### config.mk
export PLATFORM = sky130hd
export DESIGN_NAME = digit_shuffler
export DESIGN_NICKNAME = d
export VERILOG_FILES = /design/src/rtl/digit_shuffler.sv
export SDC_FILE = /design/constraint.sdc
export NUM_CORES = 1
export LEC_CHECK = 0
export ABC_AREA = 0
export BUFFER_PORTS_ARGS = -buffer_cell sky130_fd_sc_hd__buf_2
export CORE_MARGIN = 2
export CORE_UTILIZATION = 60
export DETAILED_ROUTE_END_ITERATION = 8
export PLACE_DENSITY_LB_ADDON = 0.12
export SYNTH_ARGS = -nofsm -noshare
export SYNTH_HDL_FRONTEND = slang
export SYNTH_SLANG_ARGS = --single-unit
### constraint.sdc
create_clock -name clk -period 6.15 [get_ports clk]
set_input_delay 0.615 -clock clk [delete_from_list [all_inputs] [get_ports clk]]
set_output_delay 0.615 -clock clk [all_outputs]
set_load 0.01 [all_outputs]
### src/rtl/digit_shuffler.sv
`timescale 1ns/1ps
// -----------------------------------------------------------------------------
// digit_shuffler
//   Builds a uniformly shuffled permutation of the digits 1..N from the
//   free-running LFSR word. It uses Fisher-Yates with rejection sampling: for
//   i = N-1 down to 1 a candidate index r is taken from rand_in. If r <= i,
//   perm[i] and perm[r] are swapped. If r > i, the candidate is rejected and a
//   new one is tried on the next cycle. After REJ_LIMIT consecutive rejects the
//   step is forced without a swap, which bounds the run time. The result is
//   held until the next request.
//
// Ports
//   clk        system clock
//   rst        asynchronous reset, active low
//   rand_in    LFSR word that advances every clk
//   start      requests a new shuffle; it is sampled only in IDLE
//   busy       high while in INIT, SHUF or DONE
//   done       one-cycle pulse in the DONE cycle
//   valid      perm_out holds a finished shuffle
//   perm_out   digit at position k = perm_out[k*IDX_W +: IDX_W]
//   state_dbg  current FSM state (0 IDLE, 1 INIT, 2 SHUF, 3 DONE)
//
// Handshake: start is a request level sampled only in IDLE. A start seen
//   while busy is dropped (nothing is queued). done marks completion for one
//   cycle. valid stays high until the next accepted start, and perm_out is
//   meaningful only while valid=1.
// -----------------------------------------------------------------------------
module digit_shuffler #(
   parameter int N         = 9,
   parameter int IDX_W     = 4,
   parameter int RAND_LSB  = 0,
   parameter int REJ_LIMIT = 8
) (
   input  logic               clk,
   input  logic               rst,
   input  logic [15:0]        rand_in,
   input  logic               start,
   output logic               busy,
   output logic               done,
   output logic               valid,
   output logic [N*IDX_W-1:0] perm_out,
   output logic [1:0]         state_dbg
);

   localparam int REJ_W = $clog2(REJ_LIMIT + 1);

   typedef enum logic [1:0] {
      S_IDLE = 2'd0,
      S_INIT = 2'd1,
      S_SHUF = 2'd2,
      S_DONE = 2'd3
   } state_t;

   state_t             state;
   state_t             state_nxt;
   logic [IDX_W-1:0]   perm [N];
   logic [IDX_W-1:0]   idx_i;
   logic [REJ_W-1:0]   rej_cnt;

   logic [IDX_W-1:0]   cand_r;
   logic               accept;
   logic               force_step;
   logic               step;
   logic               last_step;
   logic [IDX_W-1:0]   perm_at_i;
   logic [IDX_W-1:0]   perm_at_r;

   // Only the candidate slice of the LFSR word is used.
   logic               unused_rand;
   assign unused_rand = ^rand_in;

   // Candidate index and the decision for the current SHUF cycle.
   assign cand_r     = rand_in[RAND_LSB +: IDX_W];
   assign accept     = (cand_r <= idx_i);
   assign force_step = !accept && (rej_cnt == REJ_W'(REJ_LIMIT));
   assign step       = accept || force_step;
   assign last_step  = step && (idx_i == IDX_W'(1));

   // Read ports for the two swap entries. They are built as explicit muxes so
   // that a rejected r (which can exceed N-1) never indexes past the array.
   always_comb begin
      perm_at_i = '0;
      perm_at_r = '0;
      for (int k = 0; k < N; k++) begin
         if (IDX_W'(k) == idx_i) perm_at_i = perm[k];
         if (IDX_W'(k) == cand_r) perm_at_r = perm[k];
      end
   end

   // FSM state register.
   always_ff @(posedge clk or negedge rst) begin
      if (!rst) state <= S_IDLE;
      else      state <= state_nxt;
   end

   // FSM next-state logic.
   always_comb begin
      state_nxt = state;
      case (state)
         S_IDLE:  if (start) state_nxt = S_INIT;
         S_INIT:  state_nxt = S_SHUF;
         S_SHUF:  if (last_step) state_nxt = S_DONE;
         S_DONE:  state_nxt = S_IDLE;
         default: state_nxt = S_IDLE;
      endcase
   end

   // FSM outputs. They are decoded from the registered state.
   always_comb begin
      busy      = (state != S_IDLE);
      done      = (state == S_DONE);
      state_dbg = state;
   end

   // Permutation datapath, index/reject counters and the valid flag.
   always_ff @(posedge clk or negedge rst) begin
      if (!rst) begin
         for (int k = 0; k < N; k++) perm[k] <= IDX_W'(k + 1);
         idx_i   <= '0;
         rej_cnt <= '0;
         valid   <= 1'b0;
      end else begin
         case (state)
            S_IDLE: begin
               // Clear valid on the edge that enters INIT, so that the INIT
               // cycle already shows valid=0.
               if (start) valid <= 1'b0;
            end
            S_INIT: begin
               for (int k = 0; k < N; k++) perm[k] <= IDX_W'(k + 1);
               idx_i   <= IDX_W'(N - 1);
               rej_cnt <= '0;
            end
            S_SHUF: begin
               if (accept) begin
                  // Single-cycle swap. When r == i both writes carry the same
                  // value, so a self-swap leaves the entry unchanged.
                  for (int k = 0; k < N; k++) begin
                     if (IDX_W'(k) == idx_i)       perm[k] <= perm_at_r;
                     else if (IDX_W'(k) == cand_r) perm[k] <= perm_at_i;
                  end
                  idx_i   <= idx_i - IDX_W'(1);
                  rej_cnt <= '0;
               end else if (force_step) begin
                  idx_i   <= idx_i - IDX_W'(1);
                  rej_cnt <= '0;
               end else begin
                  rej_cnt <= rej_cnt + REJ_W'(1);
               end
               if (last_step) valid <= 1'b1;
            end
            default: ;
         endcase
      end
   end

   always_comb begin
      perm_out = '0;
      for (int k = 0; k < N; k++) perm_out[k*IDX_W +: IDX_W] = perm[k];
   end

endmodule

==> reports/qor.yml <==
grt:
  grt_pass1_wl_um: 18100
  grt_usage: 0.371
  antenna_found_initial: 0
  grt_pass1_vias: 3434
  grt_max_degree: 48
  overflow: 0
die:
  dieHeight_um: 80.9
  die_w_um: 80.9
  io_pins: 60
  rows: 27
  coreArea_sq_um: 5610
  initial_utilization: 0.632
  die-area_sq_um: 6540
critical_path:
  required_ns: 6.35
  crit_fanout: 20
  r2r_slack_ns: 2.59
  rr_worst_depth: 8
  regToRegEndpoint: "perm_out[23]"
  crit_type: "register to register"
  endpoint_kind: "register"
  cp-start-kind: "register"
  arrival_ns: 3.75
  rr_startpoint: "idx_i[1]"
final_layout:
  instances_no_fill: 519
  fin_area_sq_um: 3830
  nFillCells: 486
  nNetsFinal: 480
  diodes: 0
  drive_gt1_frac: 0.197
  fin_util: 0.684
  syn2layout_area_growth_pct: 8.23
sta:
  slew_headroom: 0.286
  final.setup.tns_ns: 0
  worst_slack_ns: 2.59
  finalHoldViolations: 0
  fin_crit_ns: 3.56
  slew_viol_final: 0
  tightest_slew_ns: 1.07
  hold_ws_ns: 0.493
  rsz0062_at_grt: "false"
  max_freq_mhz: 281
  skew_ns: 0.00739
  setup_viol: 0
  timing.final.crit_share: 0.578
route:
  drc_errors: 0
  wirelength_um: 11500
  vias: 3603
  drt_iter0_markers: 434
  wl_per_cell_um: 22.2
  vias_per_cell: 6.94
  drtAntennaViolNets: 0
  drt-pass1-iter-count: 5
clocking:
  cts_tree: "built"
  cts_setup_buffers: 0
  htreeDepth: 2
  ctsLongestPathBuffers: 2
  cts_buffers: 5
  clock_sink_count: 47
  path_clk_slew_ns: 0.09
  post_cts_resized: 0
  insertion_delay_ns: 0.31
  postCtsHoldBufs: 0
  clockRootBuffer: "clkbuf_8"
placed_design:
  dpl_cell_area_sq_um: 3710
  place_inst: 511
  gp_congestion: 0.973
  pre_cts_slack_ns: 2.73
  dpl.hpwl_um: 8160
  port_buffers: 47
power:
  peakVddDrop_uv: 416
  finalPower_mw: 1.68
  power_density_nw_per_um2: 439
  p_leak_nw: 1.64
logic_synthesis:
  yosys_warnings: 0
  synth_area_per_cell_sq_um: 8.40
  syn_area_sq_um: 3540
  synth-edff-count: 0
  async_reset_ff_frac: 1.00
  ys_seq_area_frac: 0.337
  synthCells: 422
  synth_seq_cells: 47
  synth_nets: 456
  synth_ff_type: "dfrtp_1"
  yosysUniqueCellTypes: 67
status:
  status: "complete, no violations"
job:
  max_cap_violations: 0
worst_hold_path:
  hp-class: "primary input to async pin"
## cell usage in the layout, fill, tap and decap left out, types with 4 or more instances in the layout
cell      Yosys  routed
clkbuf_8      0       6
mux2i_1       4       4
mux2_2        4       4
buf_2        13      47
o221ai_1     16      16
inv_1        25      25
dfrtp_1      32      32
nand2_1      48      48
nand3_1      16      16
ha_1         15      15
dfstp_2      15      15
a211oi_1      7       7
nor3_1        6       6
nand2b_1      8       8
nor2b_1      12      12
a21oi_1      28      28
o22ai_1       7       7
o31ai_1       5       5
o21ai_0      17      17
a31oi_1       4       4
nand3b_1      7       7
nand4_1       5       5
nor2_1       36      36
a221oi_1      6       6
and3_1        7       7
o21a_1        4       4
## area by class of cell
type | instances | area (sq um) | area share
Clock buffer | 6 | 82.6 | 0.0215
Clock inverter | 2 | 38.8 | 0.0101
Inverter | 25 | 93.8 | 0.0245
Multi-Input combinational cell | 320 | 2100 | 0.547
Sequential cell | 47 | 1190 | 0.312
Tap cell | 72 | 90.1 | 0.0235
Timing Repair Buffer | 47 | 235 | 0.0613
## worst max-delay path, cell delays in order, from the launching register on
cell	delay [ns]
dfrtp_1	0.43
inv_1	0.15
ha_1	0.60
and3b_1	0.26
a2111oi_0	0.57
a2bb2oi_1	0.51
a2bb2oi_2	0.55
nor2_1	0.12
a211o_1	0.25
## sequential cells by signal (all words and copies together) (netlist names)
register and cells:
idx_i 4, perm_out 36, rej_cnt 4, state_dbg 2, valid 1
## cell usage after synthesis, types with 3 or more instances
cell / number / area (sq um)
a2bb2oi_1: 3 / 26.3
nand2_1: 48 / 180
nand3b_1: 7 / 52.6
o221a_2: 3 / 33.8
nor3b_1: 3 / 22.5
a221oi_1: 6 / 52.6
and3_1: 7 / 43.8
o22ai_1: 7 / 43.8
nand2b_1: 8 / 50.1
mux2_2: 4 / 45.0
a21oi_1: 28 / 140
inv_1: 25 / 93.8
nand3_1: 16 / 80.1
nand4_1: 5 / 31.3
and2_1: 3 / 18.8
buf_2: 13 / 65.1
ha_1: 15 / 188
buf_4: 3 / 22.5
o32a_1: 3 / 30.0
clkbuf_1: 11 / 41.3
or2_2: 3 / 18.8
nor2_1: 36 / 135
nor3_1: 6 / 30.0
o21a_1: 4 / 30.0
o21ai_0: 17 / 85.1
nor2b_1: 12 / 75.1
dfrtp_1: 32 / 801
o221ai_1: 16 / 140
dfstp_2: 15 / 394
mux2i_1: 4 / 40.0
a211oi_1: 7 / 52.6
o31ai_1: 5 / 37.5
a31oi_1: 4 / 25.0
## worst max-delay path by stage
stage / startpoint / end / slack, ns
floorplan: rand_in[0] / perm_out[20] / 3.60
global placement: rand_in[1] / perm_out[30] / 2.83
detailed placement: rand_in[1] / perm_out[30] / 2.73
CTS: idx_i[1] / perm_out[23] / 2.73
global route: idx_i[1] / perm_out[23] / 2.55
finish: idx_i[1] / perm_out[23] / 2.59
## power by group
group / switching (mW) / leakage [nW] / total, mW / internal, mW
sequential: 0.129 / 0.590 / 0.554 / 0.425
clock: 0.112 / 0.0618 / 0.246 / 0.134
combinational: 0.577 / 0.983 / 0.883 / 0.307
total: 0.818 / 1.64 / 1.68 / 0.866
## cells by family after synthesis
| family | synth area share |
|---|---|
| and+or+nand+nor | 0.238 |
| AOI/OAI and AO/OA | 0.268 |
| buffers and inverters | 0.0703 |
| DFF | 0.337 |
| adders and majority gates | 0.0530 |
| muxes | 0.0304 |
| xor gates and xnor gates | 0.00247 |
## layer usage
layer / up-vias / global-route usage / part of all wire
li1: 1607 / - / -
met1: 1674 / 0.487 / 0.39
met2: 273 / 0.574 / 0.42
met3: 49 / 0.114 / 0.14
met4: 0 / 0.147 / 0.045
met5: - / 0 / 0
No activity file was read; power rests on OpenSTA's default activity.
